## src/rtl/toilet_assay_seq.sv

```systemverilog
// toilet_assay_seq: timed valve sequencer for the smart-toilet mixing chain.
// Opens the inlets in staggered order (soln3, then soln2, then soln1) with the
// outlet on waste while the chain primes, then switches the outlet to collect
// for the latched dose time.
// Optional feature: define TOILET_SEQ_FLUSH_EN to add a FLUSH state (inlets
// closed, outlet to waste) after every normal run and every abort.
// Ports:
//   clk, rst_n         clock, asynchronous active-low reset
//   start              begin an assay (accepted only in IDLE without abort)
//   abort              terminate the current assay (ignored during FLUSH)
//   cfg_dose           collect duration in ticks, latched on accepted start
//   valve_soln1/2/3    inlet valve enables
//   valve_waste        outlet to waste
//   valve_collect      outlet to collect
//   busy               high in every state except IDLE
//   done, aborted      one-cycle completion / abort pulses
//   state              IDLE=0 PRIME3=1 PRIME2=2 MIX=3 COLLECT=4 FLUSH=5
module toilet_assay_seq #(
    parameter int TICK_DIV = 4,
    parameter int CW       = 16,
    parameter int PRIME3_T = 40,
    parameter int PRIME2_T = 16,
    parameter int MIX_T    = 8,
    parameter int FLUSH_T  = 12
) (
    input  logic          clk,
    input  logic          rst_n,
    input  logic          start,
    input  logic          abort,
    input  logic [CW-1:0] cfg_dose,
    output logic          valve_soln1,
    output logic          valve_soln2,
    output logic          valve_soln3,
    output logic          valve_waste,
    output logic          valve_collect,
    output logic          busy,
    output logic          done,
    output logic          aborted,
    output logic [2:0]    state
);
    typedef enum logic [2:0] {
        IDLE    = 3'd0,
        PRIME3  = 3'd1,
        PRIME2  = 3'd2,
        MIX     = 3'd3,
        COLLECT = 3'd4,
        FLUSH   = 3'd5
    } state_t;

`ifdef TOILET_SEQ_FLUSH_EN
    localparam state_t FIN  = FLUSH;
    localparam bit     FEAT = 1'b1;
`else
    localparam state_t FIN  = IDLE;
    localparam bit     FEAT = 1'b0;
`endif

    localparam int DW = TICK_DIV > 1 ? $clog2(TICK_DIV) : 1;
    // Counter preloads are duration-1; a zero duration is treated as one tick.
    localparam logic [CW-1:0] L3 = CW'(PRIME3_T > 1 ? PRIME3_T - 1 : 0);
    localparam logic [CW-1:0] L2 = CW'(PRIME2_T > 1 ? PRIME2_T - 1 : 0);
    localparam logic [CW-1:0] LM = CW'(MIX_T > 1 ? MIX_T - 1 : 0);
    localparam logic [CW-1:0] LF = CW'(FLUSH_T > 1 ? FLUSH_T - 1 : 0);

    state_t        st, nxt;
    logic [DW-1:0] div;
    logic [CW-1:0] cnt, dose, ld;
    logic [4:0]    vlv;
    logic          tick, expd, pend, pend_n, done_n, abt_n;

    assign tick  = div == DW'(TICK_DIV - 1);
    assign expd  = tick && cnt == '0;
    assign state = st;

    always_comb begin
        nxt    = st;
        pend_n = pend;
        done_n = 1'b0;
        abt_n  = 1'b0;
        case (st)
            IDLE: if (start && !abort) nxt = PRIME3;
            FLUSH: if (expd) begin
                nxt    = IDLE;
                done_n = !pend;
                abt_n  = pend;
                pend_n = 1'b0;
            end
            default: if (abort) begin
                nxt    = FIN;
                pend_n = FEAT;
                abt_n  = !FEAT;
            end else if (expd) begin
                nxt    = st == PRIME3 ? PRIME2 :
                         st == PRIME2 ? MIX :
                         (st == MIX && dose != '0) ? COLLECT : FIN;
                done_n = nxt == IDLE;
            end
        endcase
        ld  = nxt == PRIME3  ? L3 :
              nxt == PRIME2  ? L2 :
              nxt == MIX     ? LM :
              nxt == COLLECT ? dose - 1'b1 : LF;
        // {soln1, soln2, soln3, waste, collect} for the state being entered
        vlv = nxt == PRIME3  ? 5'b00110 :
              nxt == PRIME2  ? 5'b01110 :
              nxt == MIX     ? 5'b11110 :
              nxt == COLLECT ? 5'b11101 :
              nxt == FLUSH   ? 5'b00010 : 5'b00000;
    end

    always_ff @(posedge clk or negedge rst_n) begin
        if (!rst_n) begin
            st   <= IDLE;
            div  <= '0;
            cnt  <= '0;
            dose <= '0;
            pend <= 1'b0;
            busy <= 1'b0;
            done <= 1'b0;
            aborted <= 1'b0;
            {valve_soln1, valve_soln2, valve_soln3, valve_waste, valve_collect} <= '0;
        end else begin
            st      <= nxt;
            pend    <= pend_n;
            busy    <= nxt != IDLE;
            done    <= done_n;
            aborted <= abt_n;
            {valve_soln1, valve_soln2, valve_soln3, valve_waste, valve_collect} <= vlv;
            // divider idles at zero so the first tick lands TICK_DIV cycles into PRIME3
            div <= (st == IDLE || tick) ? '0 : div + 1'b1;
            if (st == IDLE && nxt == PRIME3)
                dose <= cfg_dose;
            if (nxt != st)
                cnt <= ld;
            else if (tick && cnt != '0)
                cnt <= cnt - 1'b1;
        end
    end
endmodule

```

## config.mk

```make
export PLATFORM = sky130hd
export DESIGN_NAME = toilet_assay_seq
export DESIGN_NICKNAME = d
export VERILOG_FILES = /design/src/rtl/toilet_assay_seq.sv
export SDC_FILE = /design/constraint.sdc
export NUM_CORES = 1
export LEC_CHECK = 0
export CELL_PAD_IN_SITES_DETAIL_PLACEMENT = 0
export CELL_PAD_IN_SITES_GLOBAL_PLACEMENT = 1
export CORE_UTILIZATION = 40
export DETAILED_ROUTE_END_ITERATION = 10
export HOLD_SLACK_MARGIN = 0.08
export PLACE_DENSITY_LB_ADDON = 0.1
export SETUP_SLACK_MARGIN = 0.3
export SLEW_MARGIN = 20
export SYNTH_ARGS = -nofsm -noshare
export SYNTH_HDL_FRONTEND = slang
export SYNTH_SLANG_ARGS = --single-unit
```

## constraint.sdc

```tcl
create_clock -name clk -period 4.6 [get_ports clk]
set_clock_uncertainty 0.15 [all_clocks]
set_input_delay 0.92 -clock clk [delete_from_list [all_inputs] [get_ports clk]]
set_output_delay 0.92 -clock clk [all_outputs]
set_load 0.02 [all_outputs]
```

==> results of run 1 <==
critical path, delay by kind of cell:
kind | cells | cell delay, ns
AOI/OAI and AO/OA | 5 | 1.66
buffers and inverters | 2 | 0.85
cell families after synthesis:
group                    after synthesis  share of synthesized area (%)
multiplexers                          16                           7.04
adder cells (fa/ha/maj)                4                           1.96
buffers and inverters                 22                           3.77
AND/OR/NAND/NOR                       93                           21.8
flip-flops                            45                           44.0
XOR/XNOR                              24                           8.22
AO/OA/AOI/OAI                         47                           13.3
metal layers:
| layer | wire, um | share of wire, % | vias to the layer above |
|---|---|---|---|
| met2 | 2340 | 45 | 30 |
| met5 | 0 | 0 | - |
| met3 | 132 | 2.6 | 7 |
| met1 | 2620 | 51 | 886 |
| li1 | - | - | 953 |
| met4 | 59 | 1.1 | 0 |
worst paths after layout:
kind	cells after the start	to	slack, ns	start
min in group asynchronous	1	cnt[9]	0.45	rst_n
max in group asynchronous	1	dose[1]	3.46	rst_n
max	7	cnt[3]	1.23	abort
min reg2reg	1	div[0]	0.30	div[0]
min	1	div[0]	0.30	div[0]
max reg2reg	8	cnt[3]	1.69	cnt[0]
per-stage QoR:
stage          util [%]  hold slack (ns)  worst slack, ns
2_1_floorplan         -            0.265             2.24
3_3_place_gp       47.8            0.277             1.09
3_5_place_dp       47.8            0.298            0.934
4_1_cts            49.8            0.310             1.24
5_1_grt            49.9            0.319             1.03
6_report           49.9            0.298             1.23
power breakdown:
| part | internal, W | total (W) | switching (W) |
|---|---|---|---|
| Combinational | 0.000117 | 0.000220 | 0.000102 |
| Clock | 0.000181 | 0.000323 | 0.000142 |
| Sequential | 0.000449 | 0.000522 | 0.0000735 |
| Total | 0.000746 | 0.00106 | 0.000318 |
layout make-up:
type                       instances  area (um^2)  area share (%)
multi-input combinational        184         1340            44.2
sequential                        45         1130            37.3
timing repair buffer              30          298            9.85
tap                               75         93.8            3.10
clock buffer                       6         82.6            2.73
inverter                          12         45.0            1.49
clock inverter                     2         41.3            1.37
registers in the layout (all words and copies together) (netlist names):
signal         cells
cnt               16
dose              16
state              3
div                2
aborted            1
busy               1
done               1
valve_collect      1
valve_soln1        1
valve_soln2        1
valve_soln3        1
valve_waste        1
cell usage in the layout, fill, tap and decap left out, types with 3 or more instances in the layout:
| cell type | instances |
|---|---|
| nand2_1 | 23 |
| ha_1 | 4 |
| clkdlybuf4s50_1 | 29 |
| nor4_1 | 3 |
| nor2_1 | 17 |
| inv_1 | 10 |
| a21oi_1 | 3 |
| o21ai_0 | 6 |
| nor2b_1 | 6 |
| nand3_1 | 5 |
| a211oi_1 | 5 |
| o22ai_1 | 11 |
| or3_1 | 3 |
| xnor2_1 | 15 |
| a31oi_1 | 4 |
| dfrtp_1 | 45 |
| nor3_1 | 10 |
| xor2_1 | 9 |
| mux2_2 | 16 |
| clkbuf_8 | 6 |
| nand2b_1 | 4 |
| or4_1 | 3 |
==> run_results.csv, run 1 <==
group,metric,value,unit
outcome,status,"finished clean",
sta,worst_slew_pin_slew,0.778,ns
floorplanning,core_area,6060,um^2
final_layout,drive_above_1_share,15.1,%
synth,syn_area,2560,um^2
clock_network,numCtsBuffers,5,
synth,synth_edf_count,0,
synth,synth.top_cell.area_share,44.0,%
clock_network,cts_hold_buffers,0,
global_route,overflow,0,
synth,synthesis.nets,275,
sta,finalHoldViolCount,0,
place,port_buffers,30,
sta,max_slew_margin,48.1,%
final_layout,insertedDiodeCount,0,
place,dpl.cell_count,346,
synth,synth.ff_latch_count,45,
worst_setup_path,crit_path_max_incr_delay,0.71,ns
final_layout,fin_area,3020,um^2
final_layout,area_delta_synth_final,18.1,%
synth,synth_most_common_cell,"dfrtp_1",
power,leakage,1.22,nW
clock_network,clkSlewWorstSetupHoldPaths,0.09,ns
drt,dr_total_vias,1876,
clock_network,post_cts_buffers,0,
min_path,min_path_type,"reg2reg",
worst_setup_path,crit_arrival,3.42,ns
synth,avgSynthCellArea,10.2,um^2
synth,yosys-top-cells-area,"dfrtp_1 (44%), mux2_2 (7.0%), xnor2_1 (5.1%), nand2_1 (3.4%), xor2_1 (3.1%)",
global_route,met2_usage,26.9,%
sta,finalCritPeriodShare,73.3,%
power,powerDensity,352,nW/um^2
drt,wirelength,5.15,mm
place,place_area,2900,um^2
synth,synth-seq-area-share,44.0,%
drt,viasPerCell,5.30,
global_route,grt.busiest_layer,"met2",
final_layout,nNetsFinal,302,
sta,finalSetupTns,0,ns
power,power,0.00106,W
floorplanning,die_area,6720,um^2
synth,netlist_instances,251,
global_route,grtUsageTotal,17.4,%
synth,synth_ff_type,"dfrtp_1",
place,gp_congestion,0.764,
floorplanning,row_count,28,
clock_network,cts_resized,0,
worst_setup_path,startpoint_type,"input port",
drt,drt_iter0_drc,95,
worst_setup_path,cp_max_fo,16,
floorplanning,io_pins,31,
global_route,use_met3,3.00,%
final_layout,fill_cells,567,
final_layout,fin_cells,354,
drt,wl_per_cell,14.5,um
sta,fmax,297,MHz
sta,period_needed,3.37,ns
floorplanning,die_w,82.0,um
clock_network,cts_tree,"yes",
worst_setup_path,critPathRequiredTime,4.65,ns
worst_setup_path,cp_common_cell,"o21ai_0",
sta,rsz0062_at_grt,"no",
clock_network,clock-sinks,45,
synth,yosysTopAreaCell,"dfrtp_1",
clock_network,root_buffer,"clkbuf_8",
worst_setup_path,endpoint_kind,"register",
drt,drc_errors,0,
place,place.detailed.hpwl,3.86,mm
global_route,first_global_vias,1819,
synth,async_flop_share,100,%
clock_network,insertion_delay,0.30,ns
floorplanning,initial_utilization,42.2,%
global_route,grt_max_degree,46,
clock_network,cts_buffer_depth,2,
flow_run,drv_cap,0,
floorplanning,die_h,82.0,um
global_route,antenna_found_initial,0,
drt,antenna_left,0,
drt,first_pass_iters,4,
worst_setup_path,path_cells,"clkdlybuf4s50_1 -> inv_1 -> o21ai_0 -> o21ai_0 -> a21oi_2 -> a211oi_1 -> a311oi_1",
worst_setup_path,critical_path_class,"in2reg",
sta,setup_viol_count_final,0,
clock_network,htreeDepth,2,
synth,yosysWarningCount,0,
sta,finalMaxSlewViolations,0,
synth,synthDistinctLibCells,52,
synth,synth_common_cells,"dfrtp_1 (45), nand2_1 (23), nor2_1 (17)",
global_route,use_met1,24.7,%
global_route,grt_pass1_wl,8.68,mm
worst_setup_path,slowest_stage,"clkdlybuf4s50_1",
power,ir_worst_vdd,0.200,mV
Power figures use the tool's default switching activity.
==> run 2: changes to the inputs <==
--- a/config.mk
+++ b/config.mk
@@ -7,7 +7,7 @@
 export LEC_CHECK = 0
 export CELL_PAD_IN_SITES_DETAIL_PLACEMENT = 0
 export CELL_PAD_IN_SITES_GLOBAL_PLACEMENT = 1
-export CORE_UTILIZATION = 40
+export CORE_UTILIZATION = 39
 export DETAILED_ROUTE_END_ITERATION = 10
 export HOLD_SLACK_MARGIN = 0.08
 export PLACE_DENSITY_LB_ADDON = 0.1
==> constraint.sdc (replaced) <==
create_clock -name clk -period 3.1 [get_ports clk]
set_clock_uncertainty 0.15 [all_clocks]
set_input_delay 0.62 -clock clk [delete_from_list [all_inputs] [get_ports clk]]
set_output_delay 0.62 -clock clk [all_outputs]
set_load 0.02 [all_outputs]
==> run 2 against run 1 <==
Sequential share of layout area fell by 0.32 points. Non-clock buffer count increased by 8. Via count grew 3.4%.
==> run_results.csv, run 2 (same netlist as run 1, synthesis figures left out) <==
group,metric,value,unit
drt,wl_per_cell,15.0,um
sta,rsz0062_at_grt,"no",
outcome,status,"finished clean",
drt,dr_total_vias,1940,
sta,fmax,409,MHz
floorplanning,io_pins,31,
place,port_buffers,30,
min_path,whs_path_depth,1,
clock_network,clkSlewWorstSetupHoldPaths,0.09,ns
drt,drc_errors,0,
sta,period_needed,2.44,ns
floorplanning,die_w,83,um
sta,whs,0.289,ns
clock_network,insertion_delay,0.29,ns
worst_setup_path,critPathTopFamily,"buffers and inverters",
worst_setup_path,critPathRequiredTime,3.15,ns
drt,drt_iter0_drc,98,
min_path,hold_start,"div[0]",
final_layout,area_delta_synth_final,19.2,%
global_route,grtUsageTotal,17.3,%
sta,setup_viol_count_final,0,
floorplanning,die_h,83,um
worst_setup_path,slowest_stage,"clkdlybuf4s50_1",
worst_setup_path,r2r-end,"cnt[3]",
flow_run,drv_cap,0,
place,gp_congestion,0.768,
drt,first_pass_iters,4,
worst_setup_path,critical_path_class,"in2reg",
final_layout,most-common-layout-cells,"dfrtp_1 (45), clkdlybuf4s50_1 (29), nand2_1 (23), nor2_1 (17), mux2_2 (16)",
worst_setup_path,endpoint_kind,"register",
worst_setup_path,reg2regPathDepth,8,
clock_network,htreeDepth,2,
worst_setup_path,critical_path_depth,8,
sta,finalSetupTns,0,ns
floorplanning,initial_utilization,40.3,%
clock_network,numCtsBuffers,5,
final_layout,finish.utilization,48.0,%
floorplanning,core_area,6350,um^2
place,place.detailed.hpwl,4.16,mm
worst_setup_path,path_cells,"clkdlybuf4s50_1 -> nor2b_1 -> o21ai_0 -> nand2_1 -> o21ai_0 -> nand2b_1 -> inv_2 -> a311oi_1",
clock_network,cts_tree,"yes",
sta,finalHoldViolCount,0,
worst_setup_path,startpoint_type,"input port",
floorplanning,row_count,29,
sta,finalMaxSlewViolations,0,
worst_setup_path,crit_buf_inv,2,
clock_network,clock-sinks,45,
global_route,grt_max_degree,34,
global_route,grt_pass1_wl,9.64,mm
sta,max_slew_margin,54.6,%
drt,wirelength,5.45,mm
final_layout,nNetsFinal,310,
worst_setup_path,crit_arrival,2.50,ns
worst_setup_path,rr_startpoint,"dose[10]",
sta,finalCritPeriodShare,78.9,%
final_layout,drive_above_1_share,16.7,%
power,leakage,1.23,nW
global_route,antenna_found_initial,0,
clock_network,post_cts_buffers,0,
global_route,overflow,0,
worst_setup_path,cp_common_cell,"o21ai_0",
worst_setup_path,reg2reg_slack,0.67,ns
drt,viasPerCell,5.33,
power,ir_worst_vdd,0.299,mV
min_path,min_path_type,"reg2reg",
global_route,first_global_vias,1981,
clock_network,cts_buffer_depth,2,
worst_setup_path,crit_path_max_incr_delay,0.62,ns
min_path,hold_end,"div[0]",
power,powerDensity,485,nW/um^2
floorplanning,die_area,6890,um^2
clock_network,root_buffer,"clkbuf_8",
final_layout,insertedDiodeCount,0,
worst_setup_path,cp_max_fo,12,
sta,worst_slew_pin_slew,0.679,ns
drt,antenna_left,0,
final_layout,final_common_cell,"dfrtp_1",
run 2: metrics by stage:
stage | instance area (um^2) | total power (W) | instances | setup WS, ns
after detailed placement | 2950 | 0.00113 | 355 | 0.357
after CTS | 3050 | 0.00150 | 364 | 0.662
after global placement | 2950 | 0.00112 | 355 | 0.386
final | 3050 | 0.00148 | 364 | 0.655
after floorplan | 2560 | 0.000996 | 251 | 0.905
after global routing | 3050 | 0.00158 | 364 | 0.369
run 2: how the worst max path moves through the flow:
stage	startpoint	to	slack, ns
2_1_floorplan	cnt[0]	cnt[4]	0.91
3_3_place_gp	abort	cnt[3]	0.39
3_5_place_dp	abort	cnt[3]	0.36
4_1_cts	dose[10]	cnt[3]	0.66
5_1_grt	abort	cnt[3]	0.37
6_report	abort	cnt[3]	0.66
run 2: metal layers:
metal / global-route usage, % / vias to the layer above / routed length (um)
li1: - / 973 / -
met1: 25.6 / 920 / 2860
met2: 26.1 / 41 / 2380
met3: 3.18 / 6 / 165
met4: 4.23 / 0 / 52
met5: 0 / - / 0
run 2: area by class of cell:
cell class / count / area (um^2)
multi-input cells: 184 / 1340
inverters: 12 / 45.0
repair buffers: 38 / 358
flip-flops and latches: 45 / 1130
fillers: 601 / 3300
clock buffers: 6 / 72.6
clock inverters: 2 / 15.0
well taps: 77 / 96.3
run 2: timing repair:
item                                   in CTS  in global routing
hold buffers                                1                  0
endpoints found under the hold margin      12                  0
gates resized for setup                     0                  0
run 2: worst register-to-register path, delay by kind of cell, from the launching register on:
family          cells  cell delay [ns]
simple gates        4             1.29
flops               1             0.44
compound gates      2             0.35
buf+inv             2             0.10
run 2: where the power goes:
part	total, W	leakage, nW	switching [W]	internal, W
combinational	0.000336	0.621	0.000154	0.000181
sequential	0.000776	0.567	0.000110	0.000666
clock	0.000366	0.0374	0.000206	0.000159
